<file path="src/rtl/ps2_host_tx_if.sv">
// PS/2 host transmitter bundle: source FIFO pop side, raw PS/2 line levels,
// open-drain line enables and per-byte status.
interface ps2_host_tx_if;
  logic       buf_empty;
  logic [7:0] buf_out;
  logic       rd_en;
  logic       ps2_clk_in;
  logic       ps2_data_in;
  logic       ps2_clk_oe;
  logic       ps2_data_oe;
  logic       tx_busy;
  logic       tx_done;
  logic       tx_err;

  // Transmitter side
  modport master (
    input  buf_empty, buf_out, ps2_clk_in, ps2_data_in,
    output rd_en, ps2_clk_oe, ps2_data_oe, tx_busy, tx_done, tx_err
  );

  // FIFO / line / status-consumer side
  modport slave (
    output buf_empty, buf_out, ps2_clk_in, ps2_data_in,
    input  rd_en, ps2_clk_oe, ps2_data_oe, tx_busy, tx_done, tx_err
  );
endinterface

</file>
<file path="src/rtl/ps2_host_tx.sv">
// PS/2 host-to-device transmitter. Pops one byte from a FIFO, inhibits the
// bus, issues request-to-send, then shifts data/parity/stop out on the
// device-generated falling clock edges and waits for the bus to go idle.
// Optional feature: define PS2_TX_ACK_CHECK_EN to require the device ack
// (data low at falling edge 11); otherwise edge 11 is consumed unchecked.
module ps2_host_tx #(
  parameter int unsigned INHIBIT_CYC = 10000,
  parameter int unsigned TIMEOUT_CYC = 1500000
) (
  input logic           clk,
  input logic           rst,
  ps2_host_tx_if.master bus
);

  typedef enum logic [3:0] {
    StIdle,
    StPop,
    StLoad,
    StInhibit,
    StReq,
    StData,
    StParity,
    StStop,
    StAck,
    StWaitIdle
  } state_e;

  localparam int unsigned InhW = ($clog2(INHIBIT_CYC + 1) < 1) ? 1 : $clog2(INHIBIT_CYC + 1);
  localparam logic [InhW-1:0] InhLast = InhW'(INHIBIT_CYC - 1);
  localparam logic [20:0] TimeoutVal = 21'(TIMEOUT_CYC);

  state_e          state_q;
  logic            rd_en_q;
  logic            clk_oe_q;
  logic            data_oe_q;
  logic            busy_q;
  logic            done_q;
  logic            err_q;
  logic [7:0]      shift_q;
  logic            parity_q;
  logic [2:0]      bit_cnt_q;
  logic [InhW-1:0] inh_cnt_q;
  logic [20:0]     to_cnt_q;
  logic            ack_ok_q;

  logic [1:0]      clk_sync_q;
  logic [1:0]      data_sync_q;
  logic            clk_prev_q;

  logic            clk_s;
  logic            data_s;
  logic            clk_fall;
  logic            in_frame;
  logic            to_expired;
  logic            to_sat;

  assign clk_s      = clk_sync_q[1];
  assign data_s     = data_sync_q[1];
  assign clk_fall   = clk_prev_q & ~clk_s;
  // Timeout window covers everything after clock release up to the ack edge
  assign in_frame   = (state_q == StData) || (state_q == StParity) ||
                      (state_q == StStop) || (state_q == StAck);
  assign to_expired = (to_cnt_q >= TimeoutVal);
  assign to_sat     = &to_cnt_q;

  assign bus.rd_en       = rd_en_q;
  assign bus.ps2_clk_oe  = clk_oe_q;
  assign bus.ps2_data_oe = data_oe_q;
  assign bus.tx_busy     = busy_q;
  assign bus.tx_done     = done_q;
  assign bus.tx_err      = err_q;

  // Two-flop line synchronizers plus a delayed clock sample for edge detection
  always_ff @(posedge clk or posedge rst) begin
    if (rst) begin
      clk_sync_q  <= 2'b11;
      data_sync_q <= 2'b11;
      clk_prev_q  <= 1'b1;
    end else begin
      clk_sync_q  <= {clk_sync_q[0], bus.ps2_clk_in};
      data_sync_q <= {data_sync_q[0], bus.ps2_data_in};
      clk_prev_q  <= clk_sync_q[1];
    end
  end

  // Transmit sequencer with registered line enables and status pulses
  always_ff @(posedge clk or posedge rst) begin
    if (rst) begin
      state_q   <= StIdle;
      rd_en_q   <= 1'b0;
      clk_oe_q  <= 1'b0;
      data_oe_q <= 1'b0;
      busy_q    <= 1'b0;
      done_q    <= 1'b0;
      err_q     <= 1'b0;
      shift_q   <= 8'h00;
      parity_q  <= 1'b0;
      bit_cnt_q <= 3'd0;
      inh_cnt_q <= '0;
      to_cnt_q  <= 21'd0;
      ack_ok_q  <= 1'b0;
    end else begin
      rd_en_q <= 1'b0;
      done_q  <= 1'b0;
      err_q   <= 1'b0;
      if (in_frame && !to_sat) begin
        to_cnt_q <= to_cnt_q + 21'd1;
      end

      if (in_frame && to_expired) begin
        // Device stopped clocking: drop the byte and free the bus
        clk_oe_q  <= 1'b0;
        data_oe_q <= 1'b0;
        err_q     <= 1'b1;
        busy_q    <= 1'b0;
        state_q   <= StIdle;
      end else begin
        case (state_q)
          StIdle: begin
            if (!bus.buf_empty) begin
              rd_en_q <= 1'b1;
              busy_q  <= 1'b1;
              state_q <= StPop;
            end
          end
          StPop: begin
            // FIFO presents the popped byte during the next cycle
            state_q <= StLoad;
          end
          StLoad: begin
            shift_q   <= bus.buf_out;
            parity_q  <= ~^bus.buf_out;
            inh_cnt_q <= '0;
            clk_oe_q  <= 1'b1;
            state_q   <= StInhibit;
          end
          StInhibit: begin
            if (inh_cnt_q == InhLast) begin
              data_oe_q <= 1'b1;
              state_q   <= StReq;
            end else begin
              inh_cnt_q <= inh_cnt_q + InhW'(1);
            end
          end
          StReq: begin
            // Start bit already on the line; hand the clock to the device
            clk_oe_q  <= 1'b0;
            to_cnt_q  <= 21'd0;
            bit_cnt_q <= 3'd0;
            state_q   <= StData;
          end
          StData: begin
            if (clk_fall) begin
              data_oe_q <= ~shift_q[0];
              shift_q   <= {1'b0, shift_q[7:1]};
              bit_cnt_q <= bit_cnt_q + 3'd1;
              if (bit_cnt_q == 3'd7) begin
                state_q <= StParity;
              end
            end
          end
          StParity: begin
            if (clk_fall) begin
              data_oe_q <= ~parity_q;
              state_q   <= StStop;
            end
          end
          StStop: begin
            if (clk_fall) begin
              data_oe_q <= 1'b0;
              state_q   <= StAck;
            end
          end
          StAck: begin
            if (clk_fall) begin
`ifdef PS2_TX_ACK_CHECK_EN
              ack_ok_q <= ~data_s;
`else
              ack_ok_q <= 1'b1;
`endif
              state_q  <= StWaitIdle;
            end
          end
          StWaitIdle: begin
            if (clk_s && data_s) begin
              done_q  <= ack_ok_q;
              err_q   <= ~ack_ok_q;
              busy_q  <= 1'b0;
              state_q <= StIdle;
            end
          end
          default: begin
            state_q <= StIdle;
          end
        endcase
      end
    end
  end

endmodule

</file>
<file path="src/flat_wrapper.sv">
// flat-port wrapper written by rule: the top's interface ports become plain ports
module ps2_host_tx_flat 
#(
  parameter int unsigned INHIBIT_CYC = 10000,
  parameter int unsigned TIMEOUT_CYC = 1500000
)
  (clk, rst, bus_buf_empty, bus_buf_out, bus_ps2_clk_in, bus_ps2_data_in, bus_rd_en, bus_ps2_clk_oe, bus_ps2_data_oe, bus_tx_busy, bus_tx_done, bus_tx_err);
  ps2_host_tx_if bus_i ();
  input logic clk;
  input logic rst;
  input wire logic [$bits(bus_i.buf_empty)-1:0] bus_buf_empty;
  input wire logic [$bits(bus_i.buf_out)-1:0] bus_buf_out;
  input wire logic [$bits(bus_i.ps2_clk_in)-1:0] bus_ps2_clk_in;
  input wire logic [$bits(bus_i.ps2_data_in)-1:0] bus_ps2_data_in;
  output wire logic [$bits(bus_i.rd_en)-1:0] bus_rd_en;
  output wire logic [$bits(bus_i.ps2_clk_oe)-1:0] bus_ps2_clk_oe;
  output wire logic [$bits(bus_i.ps2_data_oe)-1:0] bus_ps2_data_oe;
  output wire logic [$bits(bus_i.tx_busy)-1:0] bus_tx_busy;
  output wire logic [$bits(bus_i.tx_done)-1:0] bus_tx_done;
  output wire logic [$bits(bus_i.tx_err)-1:0] bus_tx_err;
  assign bus_i.buf_empty = bus_buf_empty;
  assign bus_i.buf_out = bus_buf_out;
  assign bus_i.ps2_clk_in = bus_ps2_clk_in;
  assign bus_i.ps2_data_in = bus_ps2_data_in;
  assign bus_rd_en = bus_i.rd_en;
  assign bus_ps2_clk_oe = bus_i.ps2_clk_oe;
  assign bus_ps2_data_oe = bus_i.ps2_data_oe;
  assign bus_tx_busy = bus_i.tx_busy;
  assign bus_tx_done = bus_i.tx_done;
  assign bus_tx_err = bus_i.tx_err;
  ps2_host_tx #(.INHIBIT_CYC(INHIBIT_CYC), .TIMEOUT_CYC(TIMEOUT_CYC)) u_core (.clk(clk), .rst(rst), .bus(bus_i));
endmodule
</file>
<file path="config.mk">
export PLATFORM = sky130hd
export DESIGN_NAME = ps2_host_tx_flat
export DESIGN_NICKNAME = d
export VERILOG_FILES = /design/src/rtl/ps2_host_tx_if.sv /design/src/rtl/ps2_host_tx.sv /design/src/flat_wrapper.sv
export SDC_FILE = /design/constraint.sdc
export NUM_CORES = 1
export LEC_CHECK = 0
export CAP_MARGIN = 20
export CORE_MARGIN = 2
export CORE_UTILIZATION = 55
export CTS_CLUSTER_SIZE = 8
export DETAILED_ROUTE_END_ITERATION = 10
export PLACE_DENSITY = 0.74
export SLEW_MARGIN = 20
export SYNTH_ARGS = -nofsm -noshare
export SYNTH_HDL_FRONTEND = slang
export SYNTH_SLANG_ARGS = --single-unit
</file>
<file path="constraint.sdc">
create_clock -name clk -period 5.56 [get_ports clk]
set_input_delay 0.556 -clock clk [delete_from_list [all_inputs] [get_ports clk]]
set_output_delay 0.556 -clock clk [all_outputs]
set_load 0.03 [all_outputs]
</file>
# --- Word level (Yosys, flattened, before mapping) ---
# Cells that the tools add are included.
op_classes:
  bitwise: 6
  eq_ne: 21
  order_cmp: 1
  reduce_logical: 24
  add_sub_neg: 3
  mux: 40
ops:
  columns: ["cell", "count"]
  rows:
  - ["two-way mux 21 bit", 3]
  - ["case mux 4 bit (10 select lines)", 1]
  - ["two-way mux 4 bit", 9]
  - ["case mux 14 bit (2 select lines)", 1]
  - ["adder 21 x 1 -> 21 bit, second input constant", 1]
  - ["greater-or-equal comparator 21 bit, second input constant", 1]
  - ["AND reduction 21 bit", 1]
  - ["two-way mux 1 bit", 18]
  - ["equality test 4 x 3 -> 1 bit, second input constant", 4]
  - ["case mux 8 bit (2 select lines)", 1]
  - ["!= test 3 x 2 -> 1 bit, second input constant", 5]
  - ["AND reduction 3 bit", 5]
  - ["adder 14 x 1 -> 14 bit, second input constant", 1]
  - ["equality test 14 bit, second input constant", 1]
  - ["two-way mux 14 bit", 1]
  - ["equality test 4 x 2 -> 1 bit, second input constant", 2]
  - ["equality test 4 bit, second input constant", 2]
  - ["two-way mux 8 bit", 1]
  - ["AND reduction 8 bit", 1]
  - ["XNOR reduction 8 bit", 1]
  - ["!= test 3 x 1 -> 1 bit, second input constant", 2]
  - ["case mux 3 bit (2 select lines)", 1]
  - ["nonzero test 2 bit", 3]
  - ["nonzero test 3 bit", 2]
  - ["other kinds (18)", 27]
word_totals:
  output_inout_bits: 6
  in_bits: 13
  register_bits: 63

# --- Depth between registers and ports, before layout ---
# Gate-level depths: netlist of run 1.
depth:
  word_depth: 8
  ltp_mapped: 9
  ltp_nobuf: 7

# --- Least setup slack after synthesis of run 1 ---
# OpenSTA, ideal clock, no wires.
synth_timing:
  path_type: "flip-flop to flip-flop"
  start: "reg u_core.inh_cnt_q[7]"
  end: "reg u_core.data_oe_q, in the netlist u_core.bus.ps2_data_oe"
  synth_period_minus_slack_ns: 2.087
  path_stages_with_launch: 7
  t_arrival_ns: 2.021
  path_slack_ns: 3.473
  t_required_ns: 5.494
  path_cell_list: "dfrtp_1 -> or4b_4 -> nor4_4 -> or3_4 -> o41ai_2 -> or4_1 -> nand2_1"
synth_via:
  elab_chain_len: 3
synth_lines:
  columns: ["item", "line", "source"]
  rows:
  - ["start, declared", "ps2_host_tx.sv:42", "logic [InhW-1:0] inh_cnt_q;"]
  - ["start signal, assigned", "ps2_host_tx.sv:142", "inh_cnt_q <= inh_cnt_q + InhW'(1);"]
  - ["equality test 14 bit", "ps2_host_tx.sv:138", "if (inh_cnt_q == InhLast) begin"]
  - ["!= test 3 x 1 -> 1 bit (no line)", null, null]
  - ["AND reduction 5 bit (no line)", null, null]
  - ["end signal, assigned", "ps2_host_tx.sv:154", "data_oe_q <= ~shift_q[0];"]
  - ["end signal, assigned", "ps2_host_tx.sv:164", "data_oe_q <= ~parity_q;"]
  - ["end, declared", "ps2_host_tx.sv:35", "logic data_oe_q;"]
# No other way between the ends.
# A chain may end at the register's enable or synchronous reset.

# --- Worst setup path after layout of run 1 ---
layout_timing:
  start: "reg u_core.state_q[0]"
  end: "reg u_core.shift_q[6]"
layout_via:
  elab_chain_len: 7
layout_lines:
  columns: ["item", "line", "source"]
  rows:
  - ["start, declared", "ps2_host_tx.sv:32", "state_e state_q;"]
  - ["start signal, assigned", "ps2_host_tx.sv:89", "state_q <= StIdle;"]
  - ["start signal, assigned", "ps2_host_tx.sv:116", "state_q <= StIdle;"]
  - ["start signal, assigned", "ps2_host_tx.sv:123", "state_q <= StPop;"]
  - ["equality test 4 x 3 -> 1 bit, on equally long branches", "ps2_host_tx.sv:61, ps2_host_tx.sv:118", null]
  - ["logical OR 1 bit (2 in a row)", "ps2_host_tx.sv:61", "assign in_frame = (state_q == StData) || (state_q == StParity) ||"]
  - ["logical OR 1 bit", "ps2_host_tx.sv:62", "(state_q == StStop) || (state_q == StAck);"]
  - ["logical AND 1 bit", "ps2_host_tx.sv:110", "if (in_frame && to_expired) begin"]
  - ["inverter 1 bit (no line)", null, null]
  - ["AND reduction 3 bit (no line)", null, null]
  - ["end signal, assigned", "ps2_host_tx.sv:131", "shift_q <= bus.buf_out;"]
  - ["end signal, assigned", "ps2_host_tx.sv:155", "shift_q <= {1'b0, shift_q[7:1]};"]
  - ["end, declared", "ps2_host_tx.sv:39", "logic [7:0] shift_q;"]
# Several ways; a longest one is shown, not always the timed one.

==> results of run 1 <==
metrics by stage:
stage	std cells	total power (uW)	hold slack (ns)	utilization (%)
final	442	886	0.356	63.7
after global routing	442	925	0.360	63.7
after CTS	442	895	0.359	63.7
after detailed placement	426	519	0.350	60.4
after global placement	426	519	0.346	60.4
after floorplan	342	502	0.345	-
power breakdown:
part | switching (uW) | internal (uW) | leakage, uW | total [uW]
Sequential | 4.56 | 468 | 0.000803 | 472
Clock | 164 | 212 | 0.0000970 | 376
Combinational | 18.6 | 18.9 | 0.000818 | 37.4
kinds of logic (layout without fill, tap and decap cells):
kind of cell / Yosys count / in the layout
AO/OA/AOI/OAI: 63 / 63
multiplexers: 12 / 12
flip-flops: 63 / 63
XOR/XNOR: 30 / 30
buffers and inverters: 20 / 45
adder cells (fa/ha/maj): 5 / 5
AND/OR/NAND/NOR: 149 / 149
critical path, delay by kind of cell (launching register included):
family,cells,cell delay [ns]
DFF,1,0.59
buffers and inverters,1,0.24
AOI/OAI and AO/OA,3,1.04
and+or+nand+nor,1,0.59
routing by layer:
metal	vias to the layer above	GRT usage, %	share of wire [%]	wire [um]
met5	-	0	0	0
met4	0	7.80	1.2	76
met3	7	6.67	3.4	208
met2	46	33.4	48	2910
met1	1234	26.2	48	2920
li1	1259	-	-	-
registers in the layout, indices dropped and copies added (netlist names), 2 cells and up:
| name | cells |
|---|---|
| u_core.inh_cnt_q | 14 |
| u_core.clk_sync_q | 2 |
| u_core.shift_q | 8 |
| u_core.data_sync_q | 2 |
| u_core.state_q | 4 |
| u_core.bit_cnt_q | 3 |
| u_core.to_cnt_q | 21 |
worst paths after layout:
check                                startpoint                    to  slack, ns  cells after the start
setup / recovery              u_core.state_q[0]     u_core.shift_q[6]       2.95                      5
setup reg to reg              u_core.state_q[0]     u_core.shift_q[6]       2.95                      5
hold / removal             u_core.clk_sync_q[0]  u_core.clk_sync_q[1]       0.36                      0
min in group asynchronous                   rst     u_core.shift_q[6]       0.76                      3
hold reg to reg            u_core.clk_sync_q[0]  u_core.clk_sync_q[1]       0.36                      0
max in group asynchronous                   rst   u_core.to_cnt_q[19]       4.31                      3
cell type report:
cell class	instances	area, um^2
multi-input cells	259	1630
well taps	75	93.8
fillers	484	2130
repair buffers	19	188
inverters	10	37.5
flip-flops and latches	63	1580
clock buffers	16	190
cells in the final DEF, fill, tap and decap left out, types with 3 or more instances in the layout:
cell type        synthesis  final
inv_1                   10      9
dfstp_2                  5      5
clkbuf_8                 0     13
nand3_1                 15     15
a31oi_1                  6      6
nand2b_1                 3      3
dfrtp_1                 58     58
clkbuf_1                 8      3
nand4_1                 11     11
clkdlybuf4s50_1          0     18
xnor2_1                 14     14
a21oi_1                 18     18
nor3_1                   5      5
xor2_1                  16     16
nand2_1                 30     30
and2_1                   4      4
o31ai_1                  3      3
or3_1                    5      5
and3_1                   8      8
ha_1                     5      5
mux2i_1                 11     11
o21ai_0                 15     15
nor2_1                  52     52
==> out/qor.csv, run 1 <==
metric,value,unit
status,"complete, no violations",
place_congestion,0.853,
cts_hold_buf,0,
synth_edf_count,0,
io_pins,19,
cts_tree,yes,
grt_first_pass_wirelength,10600,um
initial_core_util,56.3,%
yosys_register_bits,63,
dr_total_vias,2546,
synth_compound_area_share,12.9,%
vias_per_cell,5.76,
synth_xor_area_share,7.98,%
grt_max_degree,64,
dieArea,0.00662,mm^2
yosysWarningCount,0,
drcViolationCount,0,
drive_gt1_share,8.72,%
cts_resized,0,
finalSetupViolCount,0,
detailedPlace.worstSlack,2.92,ns
cp_max_fo,18,
io_buffer_count,18,
die_w,81.4,um
fin_ws,2.95,ns
fmax,382,MHz
maxSlewViolCount,0,
worst_pin_slew,1.08,ns
cts.reportedPaths.clkPinSlew,0.06,ns
ant_nets,0,
syn-instance-count,342,
finalNetCount,380,
postCtsSetupRepairBufs,0,
die_y,81.4,um
rows,28,
grt_pass1_vias,2403,
placedInstanceArea,0.00353,mm^2
cts_buffers,9,
synth.distinct_cells,54,
netlist_top_cells_count,"dfrtp_1, nor2_1, nand2_1, a21oi_1, xor2_1",
antenna_found_initial,0,
final_area,0.00372,mm^2
root_buffer,clkbuf_8,
syn_avg_cell_area,9.63,um^2
start_kind,flop,
post-route-min-period,2.61,ns
slew_headroom,28.0,%
htree_levels,3,
cts_sinks,63,
synth_area,0.00329,mm^2
post_drt_wl_per_cell,13.8,um
crit_top_cell,a21oi_1,
cp_cell_sequence,inv_1 > and3_1 > a31oi_1 > a21oi_1 > a21oi_1,
grt_usage,20.8,%
async_flop_share,100,%
diodes,0,
yosysMostFrequentCell,dfrtp_1,
synth_top_area_share,44.1,%
grt.overflow.total,0,
powerDensity,238,mW/mm^2
synth_top_family_by_area,simple AND/OR/NAND/NOR gates,
synthToLayoutAreaGrowth,13.1,%
core_area,0.00585,mm^2
crit_slowest_cell,a21oi_1,
dr.pass1.iters,4,
critPathRequiredTime,5.73,ns
vdd_ir_drop_max,0.000180,V
cts_buffer_depth,2,
worst_skew_pair.late_latency,0.34,ns
synthesis.nets,360,
drt_wl_total,6110,um
tns,0,ns
ys.flop_type,dfrtp_1,
rsz0062_at_grt,false,
netlist_top_cells_area,"dfrtp_1, nor2_1, xor2_1",
ys_seq_area_share,48.1,%
finalCritPeriodShare,47.0,%
cp-end-kind,flop,
synth_mux_area_share,3.69,%
criticalPathCategory,flop to flop,
drt_iter0_markers,137,
yosys.area_share.simple,23.1,%
cp.arrival,2.78,ns
fin_skew,0.00846,ns
min_path_type,flop to flop,
synth_top_cell_by_area,dfrtp_1,
hold_violations,0,
yosys.area_share.adder,1.90,%
leakagePower,0.00172,uW
slowest_delay,0.81,ns
drv_cap,0,
hpwl,4220,um
Note: power is estimated with default switching activity, not from simulation.
==> inputs of run 2 (changes only) <==
CORE_UTILIZATION = 54   (was 55)
PLACE_DENSITY = 0.76   (was 0.74)
clock period = 2.2 ns   (was 5.56 ns; I/O delays follow)
==> out/qor.csv, run 2 (synthesis gave the netlist of run 1 again) <==
metric,value,unit
detailedPlace.worstSlack,0.0332,ns
cp.arrival,2.34,ns
criticalPathCategory,flop to flop,
diodes,0,
top_regs,"u_core.to_cnt_q: 21 flops, u_core.inh_cnt_q: 14 flops, u_core.shift_q: 8 flops",
cts_tree,yes,
fin_util,66.4,%
die_y,82.1,um
cts_hold_buf,0,
drt_iter0_markers,180,
powerDensity,583,mW/mm^2
synthToLayoutAreaGrowth,19.3,%
post_drt_wl_per_cell,15.0,um
hold_violations,0,
whs,0.191,ns
largest_reg_flops,21,
worst_pin_slew,0.536,ns
vias_per_cell,5.79,
hpwl,4820,um
vdd_ir_drop_max,0.000525,V
tns,0,ns
grt_usage,22.4,%
start_kind,flop,
finalNonFillerCells,465,
status,"complete, no violations",
cts.reportedPaths.clkPinSlew,0.08,ns
reg2reg_to,u_core.inh_cnt_q[7],
dr_total_vias,2691,
io_pins,19,
fin_skew,0.0128,ns
cp-end-kind,flop,
top_register,u_core.to_cnt_q,
core_area,0.00592,mm^2
maxSlewViolCount,0,
rsz0062_at_grt,true,
worst_skew_pair.late_latency,0.34,ns
r2r_slack,0.07,ns
cts_buffers,9,
drive_gt1_share,15.4,%
leakagePower,0.00184,uW
rows,28,
grt_pass1_vias,2567,
r2r_start,u_core.state_q[2],
grt_max_degree,45,
fin_ws,0.0744,ns
drv_cap,0,
dr.pass1.iters,4,
fillers,456,
fmax,470,MHz
cp_max_fo,13,
slew_headroom,63.9,%
finalNetCount,403,
place_congestion,0.912,
grt_first_pass_wirelength,11500,um
ant_nets,0,
most-common-layout-cells,"dfrtp_1, nor2_1, nand2_1, buf_4, clkdlybuf4s50_1",
dieArea,0.00674,mm^2
finalSetupViolCount,0,
min_path_type,primary input to asynchronous set/reset pin,
drcViolationCount,0,
die_w,82.1,um
root_buffer,clkbuf_8,
dp.cells,442,
initial_core_util,55.6,%
cts_sinks,63,
layout_commonest_cell,dfrtp_1,
finalCritPeriodShare,96.6,%
htree_levels,3,
io_buffer_count,18,
grt.overflow.total,0,
antenna_found_initial,0,
cts_buffer_depth,2,
post-route-min-period,2.13,ns
drt_wl_total,6980,um
r2r_cells,6,
critPathRequiredTime,2.41,ns
[run 2: cell types whose count changed in the layout (fill, tap and decap cells not counted), moves of 2 or more]
| cell | change |
|---|---|
| clkbuf_8 | -3 |
| buf_4 | +22 |
| clkinv_2 | +3 |
| clkinvlp_4 | +2 |
| clkbuf_1 | -3 |
[run 2: layout make-up]
cell class	instances	area [um^2]	area share, %
well taps	75	93.8	2.39
multi-input cells	259	1650	41.9
repair buffers	42	373	9.49
inverters	10	37.5	0.955
flip-flops and latches	63	1580	40.3
clock inverters	6	60.1	1.53
clock buffers	10	138	3.50
[run 2: worst max path at each step]
stage	endpoint	depth (start not counted)	from	slack [ns]
detailed placement	u_core.inh_cnt_q[8]	8	u_core.inh_cnt_q[0]	0.03
global placement	u_core.bus.ps2_data_oe	6	u_core.inh_cnt_q[6]	0.14
finish	u_core.inh_cnt_q[7]	6	u_core.state_q[2]	0.07
CTS	u_core.inh_cnt_q[8]	8	u_core.inh_cnt_q[0]	0.03
floorplan	u_core.bus.ps2_data_oe	6	u_core.inh_cnt_q[7]	0.11
global route	u_core.inh_cnt_q[8]	8	u_core.inh_cnt_q[0]	-0.02
[run 2: metal layers]
metal / track usage [%] / vias to the layer above / wire [um]
met5: 0 / - / 0
met4: 10.8 / 0 / 172
met3: 4.24 / 20 / 238
met2: 36.7 / 70 / 3410
met1: 28.5 / 1297 / 3160
li1: - / 1304 / -
[run 2: critical path, cell delays in order, from the launching register on]
cell and delay, ns:
dfrtp_1 0.52, nor2_1 0.19, inv_1 0.11, or3_4 0.43, nor4_1 0.51, xnor2_1 0.18, nor2_1 0.06
[run 2: where the power goes]
group | internal (uW) | total, uW | switching [uW]
clock | 548 | 1000 | 457
sequential | 1180 | 1190 | 9.52
combinational | 50.2 | 97.9 | 47.7
total | 1780 | 2290 | 514
[run 2: metrics by stage]
step                power (uW)  area (um^2)
floorplan                 1270         3290
global placement          1310         3670
detailed placement        1310         3670
CTS                       2320         3860
global route              2380         3930
finish                    2290         3930
[run 2: timing repair]
action | in CTS | in global routing
gates resized for setup | 0 | 3
endpoints found under the setup margin | 0 | 6
setup buffers | 0 | 7
